**config.mk**
```make
export PLATFORM = sky130hd
export DESIGN_NAME = d5m_capture_ctrl_flat
export DESIGN_NICKNAME = d
export VERILOG_FILES = /design/src/rtl/d5m_pkg.sv /design/src/rtl/d5m_capture_ctrl_if.sv /design/src/rtl/d5m_capture_csr.sv /design/src/rtl/d5m_capture_ctrl.sv /design/src/flat_wrapper.sv
export SDC_FILE = /design/constraint.sdc
export NUM_CORES = 1
export LEC_CHECK = 0
export CAP_MARGIN = 15
export CORE_MARGIN = 3
export CORE_UTILIZATION = 40
export DETAILED_ROUTE_END_ITERATION = 12
export DONT_BUFFER_PORTS = 1
export PLACE_DENSITY = 0.57
export SLEW_MARGIN = 20
export SYNTH_ARGS = -nofsm -noshare
export SYNTH_HDL_FRONTEND = slang
export SYNTH_SLANG_ARGS = --single-unit
export TNS_END_PERCENT = 1
```
**constraint.sdc**
```tcl
create_clock -name clk -period 21.2 [get_ports clk]
set_input_delay 4.24 -clock clk [delete_from_list [all_inputs] [get_ports clk]]
set_output_delay 4.24 -clock clk [all_outputs]
set_load 0.01 [all_outputs]
```
**src/rtl/d5m_pkg.sv**
```systemverilog
// Shared definitions for the D5M capture sequencer: CSR map, register bit
// positions and the sequencer state encoding.
package d5m_pkg;

  localparam logic [2:0] ADDR_CTRL        = 3'd0;
  localparam logic [2:0] ADDR_STATUS      = 3'd1;
  localparam logic [2:0] ADDR_FRAME_LIMIT = 3'd2;
  localparam logic [2:0] ADDR_FRAME_COUNT = 3'd3;
  localparam logic [2:0] ADDR_BUF0_BASE   = 3'd4;
  localparam logic [2:0] ADDR_BUF1_BASE   = 3'd5;
  localparam logic [2:0] ADDR_LAST_PIXELS = 3'd6;

  localparam int unsigned CTRL_RUN     = 0;
  localparam int unsigned CTRL_MODE    = 1;
  localparam int unsigned CTRL_PATTERN = 2;
  localparam int unsigned CTRL_IRQ_EN  = 3;

  localparam int unsigned STAT_BUSY       = 0;
  localparam int unsigned STAT_FRAME_DONE = 1;
  localparam int unsigned STAT_OVERRUN    = 2;
  localparam int unsigned STAT_BUF_IDX    = 3;

  typedef enum logic [1:0] {
    ST_IDLE    = 2'd0,
    ST_ARMED   = 2'd1,
    ST_CAPTURE = 2'd2
  } state_t;

endpackage

```
**src/rtl/d5m_capture_ctrl_if.sv**
```systemverilog
// Avalon-MM CSR port of the capture sequencer; master = bus host side.
interface d5m_capture_ctrl_if;
  logic [2:0]  slave_address;
  logic        slave_chipselect;
  logic        slave_write;
  logic        slave_read;
  logic [31:0] slave_writedata;
  logic [31:0] slave_readdata;

  modport master (
    output slave_address, slave_chipselect, slave_write, slave_read, slave_writedata,
    input  slave_readdata
  );

  modport slave (
    input  slave_address, slave_chipselect, slave_write, slave_read, slave_writedata,
    output slave_readdata
  );
endinterface

```
**src/rtl/d5m_capture_csr.sv**
```systemverilog
// CSR file of the capture sequencer: control/limit/base registers, sticky
// W1C status, registered read mux, irq and active buffer base.
module d5m_capture_csr
  import d5m_pkg::*;
#(
  parameter int unsigned PXL_W  = 32,
  parameter int unsigned FCNT_W = 16
) (
  input  logic              clk,
  input  logic              rst,
  d5m_capture_ctrl_if.slave bus,
  input  logic              busy,
  input  logic              active_idx,
  input  logic              idx_next,
  input  logic              frame_done_set,
  input  logic              overrun_set,
  input  logic              run_hw_clr,
  input  logic [FCNT_W-1:0] frame_count,
  input  logic [PXL_W-1:0]  last_pixels,
  output logic              run,
  output logic              mode,
  output logic              pattern_enable,
  output logic [FCNT_W-1:0] frame_limit,
  output logic [31:0]       buffer_base,
  output logic              irq
);

  logic [3:0]        ctrl_q, ctrl_d;
  logic              done_q, done_d, ovr_q, ovr_d;
  logic [FCNT_W-1:0] limit_q, limit_d;
  logic [31:0]       buf0_q, buf0_d, buf1_q, buf1_d;
  logic [31:0]       rd_mux;
  logic              wr_en, rd_en;

  assign wr_en = bus.slave_chipselect & bus.slave_write;
  assign rd_en = bus.slave_chipselect & bus.slave_read;

  // Hardware set is applied after the software clear so a same-cycle set wins.
  always_comb begin
    ctrl_d  = ctrl_q;
    done_d  = done_q;
    ovr_d   = ovr_q;
    limit_d = limit_q;
    buf0_d  = buf0_q;
    buf1_d  = buf1_q;
    if (wr_en) begin
      case (bus.slave_address)
        ADDR_CTRL:        ctrl_d  = bus.slave_writedata[3:0];
        ADDR_STATUS: begin
          if (bus.slave_writedata[STAT_FRAME_DONE]) done_d = 1'b0;
          if (bus.slave_writedata[STAT_OVERRUN])    ovr_d  = 1'b0;
        end
        ADDR_FRAME_LIMIT: limit_d = bus.slave_writedata[FCNT_W-1:0];
        ADDR_BUF0_BASE:   buf0_d  = bus.slave_writedata;
        ADDR_BUF1_BASE:   buf1_d  = bus.slave_writedata;
        default: ;
      endcase
    end
    if (run_hw_clr)     ctrl_d[CTRL_RUN] = 1'b0;
    if (frame_done_set) done_d = 1'b1;
    if (overrun_set)    ovr_d  = 1'b1;
  end

  always_comb begin
    rd_mux = '0;
    case (bus.slave_address)
      ADDR_CTRL:        rd_mux[3:0] = ctrl_q;
      ADDR_STATUS:      rd_mux[3:0] = {active_idx, ovr_q, done_q, busy};
      ADDR_FRAME_LIMIT: rd_mux      = 32'(limit_q);
      ADDR_FRAME_COUNT: rd_mux      = 32'(frame_count);
      ADDR_BUF0_BASE:   rd_mux      = buf0_q;
      ADDR_BUF1_BASE:   rd_mux      = buf1_q;
      ADDR_LAST_PIXELS: rd_mux      = 32'(last_pixels);
      default: ;
    endcase
  end

  always_ff @(posedge clk or posedge rst) begin
    if (rst) begin
      ctrl_q             <= '0;
      done_q             <= 1'b0;
      ovr_q              <= 1'b0;
      limit_q            <= '0;
      buf0_q             <= '0;
      buf1_q             <= '0;
      buffer_base        <= '0;
      irq                <= 1'b0;
      bus.slave_readdata <= '0;
    end else begin
      ctrl_q      <= ctrl_d;
      done_q      <= done_d;
      ovr_q       <= ovr_d;
      limit_q     <= limit_d;
      buf0_q      <= buf0_d;
      buf1_q      <= buf1_d;
      buffer_base <= idx_next ? buf1_d : buf0_d;
      irq         <= ctrl_d[CTRL_IRQ_EN] & (done_d | ovr_d);
      if (rd_en) bus.slave_readdata <= rd_mux;
    end
  end

  assign run            = ctrl_q[CTRL_RUN];
  assign mode           = ctrl_q[CTRL_MODE];
  assign pattern_enable = ctrl_q[CTRL_PATTERN];
  assign frame_limit    = limit_q;

endmodule

```
**src/rtl/d5m_capture_ctrl.sv**
```systemverilog
// D5M frame-capture sequencer: gates pixel frames to the writer, counts
// frames/pixels and ping-pongs the destination buffer.
module d5m_capture_ctrl
  import d5m_pkg::*;
#(
  parameter int unsigned PXL_W  = 32,
  parameter int unsigned FCNT_W = 16
) (
  input  logic              clk,
  input  logic              rst,
  d5m_capture_ctrl_if.slave bus,
  input  logic              in_valid,
  input  logic              in_sop,
  input  logic              in_eop,
  output logic              capture_gate,
  output logic              pattern_enable,
  output logic [31:0]       buffer_base,
  output logic              buffer_swap,
  output logic              irq
);

  state_t            state;
  logic [PXL_W-1:0]  pix_cnt, pix_inc, last_pixels;
  logic [FCNT_W-1:0] frame_count, count_inc, frame_limit, limit_eff;
  logic              idx, idx_next;
  logic              run, mode;
  logic              arm, frame_complete, resync, limit_hit, run_hw_clr;

  assign arm            = (state == ST_IDLE) & run;
  assign frame_complete = (state == ST_CAPTURE) & in_valid & in_eop;
  assign resync         = (state == ST_CAPTURE) & in_valid & in_sop & ~in_eop;
  assign pix_inc        = (&pix_cnt) ? pix_cnt : pix_cnt + 1'b1;
  assign count_inc      = frame_count + 1'b1;
  assign limit_eff      = (frame_limit == '0) ? FCNT_W'(1) : frame_limit;
  assign limit_hit      = mode & (count_inc >= limit_eff);
  assign run_hw_clr     = frame_complete & limit_hit;
  assign idx_next       = arm ? 1'b0 : (idx ^ frame_complete);
  assign capture_gate   = in_valid & (((state == ST_ARMED) & in_sop) | (state == ST_CAPTURE));

  always_ff @(posedge clk or posedge rst) begin
    if (rst) begin
      state       <= ST_IDLE;
      pix_cnt     <= '0;
      last_pixels <= '0;
      frame_count <= '0;
      idx         <= 1'b0;
      buffer_swap <= 1'b0;
    end else begin
      buffer_swap <= 1'b0;
      case (state)
        ST_IDLE: if (run) begin
          state       <= ST_ARMED;
          frame_count <= '0;
          idx         <= 1'b0;
        end
        ST_ARMED: begin
          if (in_valid & in_sop) begin
            state   <= ST_CAPTURE;
            pix_cnt <= PXL_W'(1);
          end else if (!run) begin
            state <= ST_IDLE;
          end
        end
        ST_CAPTURE: if (in_valid) begin
          if (in_eop) begin
            frame_count <= count_inc;
            last_pixels <= pix_inc;
            idx         <= ~idx;
            buffer_swap <= 1'b1;
            state       <= (!run || limit_hit) ? ST_IDLE : ST_ARMED;
          end else if (in_sop) begin
            pix_cnt <= PXL_W'(1);
          end else begin
            pix_cnt <= pix_inc;
          end
        end
        default: state <= ST_IDLE;
      endcase
    end
  end

  d5m_capture_csr #(
    .PXL_W (PXL_W),
    .FCNT_W(FCNT_W)
  ) u_csr (
    .clk           (clk),
    .rst           (rst),
    .bus           (bus),
    .busy          (state != ST_IDLE),
    .active_idx    (idx),
    .idx_next      (idx_next),
    .frame_done_set(frame_complete),
    .overrun_set   (resync),
    .run_hw_clr    (run_hw_clr),
    .frame_count   (frame_count),
    .last_pixels   (last_pixels),
    .run           (run),
    .mode          (mode),
    .pattern_enable(pattern_enable),
    .frame_limit   (frame_limit),
    .buffer_base   (buffer_base),
    .irq           (irq)
  );

endmodule

```
**src/flat_wrapper.sv**
```systemverilog
// flat-port wrapper written by rule: the top's interface ports become plain ports
module d5m_capture_ctrl_flat import d5m_pkg::*;
#(
  parameter int unsigned PXL_W  = 32,
  parameter int unsigned FCNT_W = 16
)
  (clk, rst, in_valid, in_sop, in_eop, capture_gate, pattern_enable, buffer_base, buffer_swap, irq, bus_slave_address, bus_slave_chipselect, bus_slave_write, bus_slave_read, bus_slave_writedata, bus_slave_readdata);
  d5m_capture_ctrl_if bus_i ();
  input  logic clk;
  input  logic rst;
  input  logic in_valid;
  input  logic in_sop;
  input  logic in_eop;
  output logic capture_gate;
  output logic pattern_enable;
  output logic [31:0] buffer_base;
  output logic buffer_swap;
  output logic irq;
  input wire logic [$bits(bus_i.slave_address)-1:0] bus_slave_address;
  input wire logic [$bits(bus_i.slave_chipselect)-1:0] bus_slave_chipselect;
  input wire logic [$bits(bus_i.slave_write)-1:0] bus_slave_write;
  input wire logic [$bits(bus_i.slave_read)-1:0] bus_slave_read;
  input wire logic [$bits(bus_i.slave_writedata)-1:0] bus_slave_writedata;
  output wire logic [$bits(bus_i.slave_readdata)-1:0] bus_slave_readdata;
  assign bus_i.slave_address = bus_slave_address;
  assign bus_i.slave_chipselect = bus_slave_chipselect;
  assign bus_i.slave_write = bus_slave_write;
  assign bus_i.slave_read = bus_slave_read;
  assign bus_i.slave_writedata = bus_slave_writedata;
  assign bus_slave_readdata = bus_i.slave_readdata;
  d5m_capture_ctrl #(.PXL_W(PXL_W), .FCNT_W(FCNT_W)) u_core (.clk(clk), .rst(rst), .bus(bus_i), .in_valid(in_valid), .in_sop(in_sop), .in_eop(in_eop), .capture_gate(capture_gate), .pattern_enable(pattern_enable), .buffer_base(buffer_base), .buffer_swap(buffer_swap), .irq(irq));
endmodule
```
==> impl_metrics.yaml <==
status:
  run_status: "finished clean"
floorplan:
  ios: 111
  core_area_um2: 28200
  chipHeight_um: 176
  floorplan.initialDensity_pct: 41.1
  die_w_um: 176
  floorplan.die_area_um2: 31000
  placement_rows: 61
place:
  dp_hpwl_um: 19800
  gp_routability_congestion: 0.819
  placed_area_um2: 11900
  portBuffers: 0
  detailedPlace.worstSlack_ns: 12.19
  placedCellCount: 1392
clocking:
  clock_latency_ns: 0.53
  cts.sink_count: 235
  cts-root-buf: "sky130_fd_sc_hd__clkbuf_16"
  clk_transition_reported_paths_ns: 0.06
  cts_post_setup_buffers_inserted: 0
  max-clock-path-buffers: 3
  cts.htree.levels: 1
  cts-hold-fix-buffers: 0
  post_cts_resized: 0
  clock_tree_from_tritoncts: "built"
  cts-buffers-inserted: 27
pwr:
  power_per_cell_area_nw_per_um2: 94.8
  sw_frac_of_total_pct: 28.3
  power_report.internal_total_mw: 0.865
  power.net_switching_mw: 0.341
  clkPwrFrac_pct: 36.2
  power_frac_comb_pct: 14.5
  total_leakage_power_nw: 5.52
  ir_drop_uv: 57.6
  pwr-share-seq_pct: 49.3
finish:
  antennaDiodeCount: 0
  area_growth_pct: 9.78
  layout_common_cells: "sky130_fd_sc_hd__dfrtp_1, sky130_fd_sc_hd__nand2_1, sky130_fd_sc_hd__o21ai_0"
  post_route_cells_drive_above_1_share_pct: 17.9
  layout.cells.non_filler: 1441
  layout.nets: 1105
  layout.cells.most_common: "sky130_fd_sc_hd__dfrtp_1"
  finalInstanceArea_um2: 12700
  fillers: 2617
worst_setup_path:
  worstPathBufferInverterCount: 0
  worst_setup_path_start_kind: "input port"
  crit_slowest_cell: "sky130_fd_sc_hd__nor3b_1"
  cp.required_ns: 16.96
  worst-endpoint-arrival_ns: 4.78
  critical_path_peak_fanout: 6
  critical-path-max-stage-delay_ns: 0.32
  cp_cell_sequence: "nor3b_1 > o21a_1"
  endpoint_kind: "output pin"
  setup.worst_path.class: "in2out"
  cp_top_family: "simple AND/OR/NAND/NOR gates"
timing:
  timing.clock.skew_ns: 0.0108
  final.setup.tns_ns: 0
  worst_slew_pin_slew_ns: 1.10
  slew_headroom_pct: 26.2
  fin_hold_ws_ns: 0.473
  setup_viol: 0
  finalMaxSlewViolations: 0
  fin_crit_ns: 9.02
  rsz0062_at_grt: "no"
  postLayoutSetupSlackWorst_ns: 12.18
  finalCritPeriodShare_pct: 42.5
  hold_violations: 0
  fmax_mhz: 111
drt:
  drt_first_iter_violations: 694
  detail-route-antenna-nets: 0
  via_count: 8135
  drt_pass1_iterations: 6
  drc_errors: 0
  route.final.wire_length_um: 28900
  detail_route.vias_per_cell: 5.65
  wire_per_inst_um: 20.1
yosys:
  largest_family_of_logic_cells_by_synthesized_area: "compound AO/OA/AOI/OAI gates"
  postSynthAreaPerCell_um2: 10.7
  synth_enable_flop_cells: 0
  synth_xor_xnor_area_share_pct: 3.02
  postSynth.topFlopCell: "sky130_fd_sc_hd__dfrtp_1"
  netlist_instances: 1078
  synthDistinctLibCells: 64
  synth_compound_gate_area_share_pct: 14.6
  yosys_warnings: 0
  synth_adder_area_share_pct: 1.94
  mappedNetlistNets: 1139
  synth-seq-area-share_pct: 50.8
  ys_ff_latch: 235
  synthMuxAreaShare_pct: 13.5
  async_flop_share_pct: 100
  yosys.area_share.simple_pct: 12.6
  mappedNetlistArea_um2: 11600
grt:
  global_route_wire_length_before_repair_um: 46600
  first_global_vias: 8027
  global_route.overflow_total: 0
  grt_max_degree: 115
  antenna_found_initial: 0
  track_usage_pct: 18.5
worst_hold_path:
  hold_path_class: "reg2reg"
run:
  maxCapViolations: 0
==> worst paths after layout <==
check                      cells past startpoint                                             end                          startpoint  slack, ns
setup / recovery                               2                                    capture_gate                              in_sop      12.18
hold reg to reg                                2              u_core.last_pixels[23]$_DFFE_PP0P_  u_core.last_pixels[23]$_DFFE_PP0P_       0.47
hold / removal                                 2              u_core.last_pixels[23]$_DFFE_PP0P_  u_core.last_pixels[23]$_DFFE_PP0P_       0.47
max in group asynchronous                      2  u_core.u_csr.bus.slave_readdata[0]$_DFFE_PP0P_                                 rst      16.03
setup reg to reg                              11                     u_core.state[0]$_DFFE_PP0P_   u_core.frame_count[0]$_DFFE_PP0P_      17.69
min in group asynchronous                      1                    u_core.buffer_swap$_DFF_PP0_                                 rst       3.72
==> sequential cells by signal, summed over array words and instances (netlist names) <==
name and count:
u_core.u_csr.bus.slave_readdata 32, u_core.u_csr.buffer_base 32, u_core.u_csr.ctrl_q 4, u_core.u_csr.buf0_q 32, u_core.u_csr.frame_limit 16, u_core.buffer_swap 1, u_core.idx 1, u_core.u_csr.buf1_q 32
u_core.u_csr.done_q 1, u_core.pix_cnt 32, u_core.state 2, u_core.u_csr.ovr_q 1, u_core.last_pixels 32, u_core.u_csr.irq 1, u_core.frame_count 16
==> cell type report <==
type                            count  area, µm²  area share [%]
Clock inverter                     10       65.1           0.512
Inverter                           24       97.6           0.768
Timing Repair Buffer               12        110           0.866
Tap cell                          378        473            3.72
Multi-Input combinational cell    744       5320            41.9
Clock buffer                       38        767            6.03
Sequential cell                   235       5880            46.3
==> metrics by stage <==
stage          utilization (%)  power (mW)
2_1_floorplan                -       0.722
3_3_place_gp              42.1       0.773
3_5_place_dp              42.1       0.778
4_1_cts                   45.0        1.22
5_1_grt                   45.1        1.26
6_report                  45.1        1.21
==> Yosys cell counts, types with 2 or more instances <==
cell / count / area share (%)
sky130_fd_sc_hd__nand4_1: 17 / 0.92
sky130_fd_sc_hd__and3_1: 12 / 0.65
sky130_fd_sc_hd__nand2_1: 132 / 4.3
sky130_fd_sc_hd__o31ai_1: 10 / 0.65
sky130_fd_sc_hd__mux2i_1: 25 / 2.2
sky130_fd_sc_hd__buf_4: 2 / 0.13
sky130_fd_sc_hd__a222oi_1: 12 / 1.0
sky130_fd_sc_hd__nand3_4: 2 / 0.30
sky130_fd_sc_hd__or3_1: 8 / 0.43
sky130_fd_sc_hd__a211oi_1: 3 / 0.19
sky130_fd_sc_hd__dfrtp_1: 235 / 51
sky130_fd_sc_hd__nor4_4: 2 / 0.37
sky130_fd_sc_hd__xnor2_1: 20 / 1.5
sky130_fd_sc_hd__o21ai_1: 6 / 0.26
sky130_fd_sc_hd__buf_1: 5 / 0.16
sky130_fd_sc_hd__mux2_2: 113 / 11
sky130_fd_sc_hd__a41oi_1: 3 / 0.23
sky130_fd_sc_hd__nor3b_1: 3 / 0.19
sky130_fd_sc_hd__nor2b_1: 8 / 0.43
sky130_fd_sc_hd__mux2_1: 2 / 0.19
sky130_fd_sc_hd__a22oi_1: 3 / 0.19
sky130_fd_sc_hd__and2_1: 7 / 0.38
sky130_fd_sc_hd__nand2b_1: 4 / 0.22
sky130_fd_sc_hd__a21oi_1: 23 / 0.99
sky130_fd_sc_hd__nor4_1: 5 / 0.27
sky130_fd_sc_hd__o211a_1: 3 / 0.26
sky130_fd_sc_hd__o21ai_0: 114 / 4.9
sky130_fd_sc_hd__clkbuf_1: 45 / 1.5
sky130_fd_sc_hd__nand4_2: 4 / 0.43
sky130_fd_sc_hd__a21o_1: 5 / 0.32
sky130_fd_sc_hd__and4_1: 3 / 0.23
sky130_fd_sc_hd__nor3_1: 7 / 0.30
sky130_fd_sc_hd__ha_1: 18 / 1.9
sky130_fd_sc_hd__a31oi_1: 22 / 1.2
sky130_fd_sc_hd__buf_2: 22 / 0.95
sky130_fd_sc_hd__o22ai_1: 2 / 0.11
sky130_fd_sc_hd__nor2_1: 38 / 1.2
sky130_fd_sc_hd__xor2_1: 20 / 1.5
sky130_fd_sc_hd__inv_1: 23 / 0.75
sky130_fd_sc_hd__nand3_1: 23 / 0.99
sky130_fd_sc_hd__a22o_1: 39 / 2.9
sky130_fd_sc_hd__nor3b_2: 2 / 0.22
sky130_fd_sc_hd__o21a_1: 5 / 0.32
==> kinds of logic (layout without fill, tap and decap cells) <==
logic type      count (synthesis)  in the layout
simple gates                  285            285
mux                           141            141
xor+xnor                       40             40
flops                         235            235
fa+ha+maj                      18             18
buf+inv                        99             84
compound gates                260            260
==> power groups by stage <==
stage	logic, mW	registers, mW	clock network [mW]
4_1_cts	0.176	0.595	0.447
2_1_floorplan	0.141	0.581	0
6_report	0.174	0.594	0.437
3_5_place_dp	0.175	0.603	0
5_1_grt	0.197	0.604	0.464
3_3_place_gp	0.172	0.602	0
==> layer usage <==
layer  GRT usage [%]  vias to the layer above  share of wire (%)
met5               0                        -                  0
met4            3.00                        0                1.2
met3            3.74                       30                7.2
met2            27.1                      197                 43
met1            28.8                     4067                 49
li1                -                     3841                  -
(Power assumes the default switching activity.)
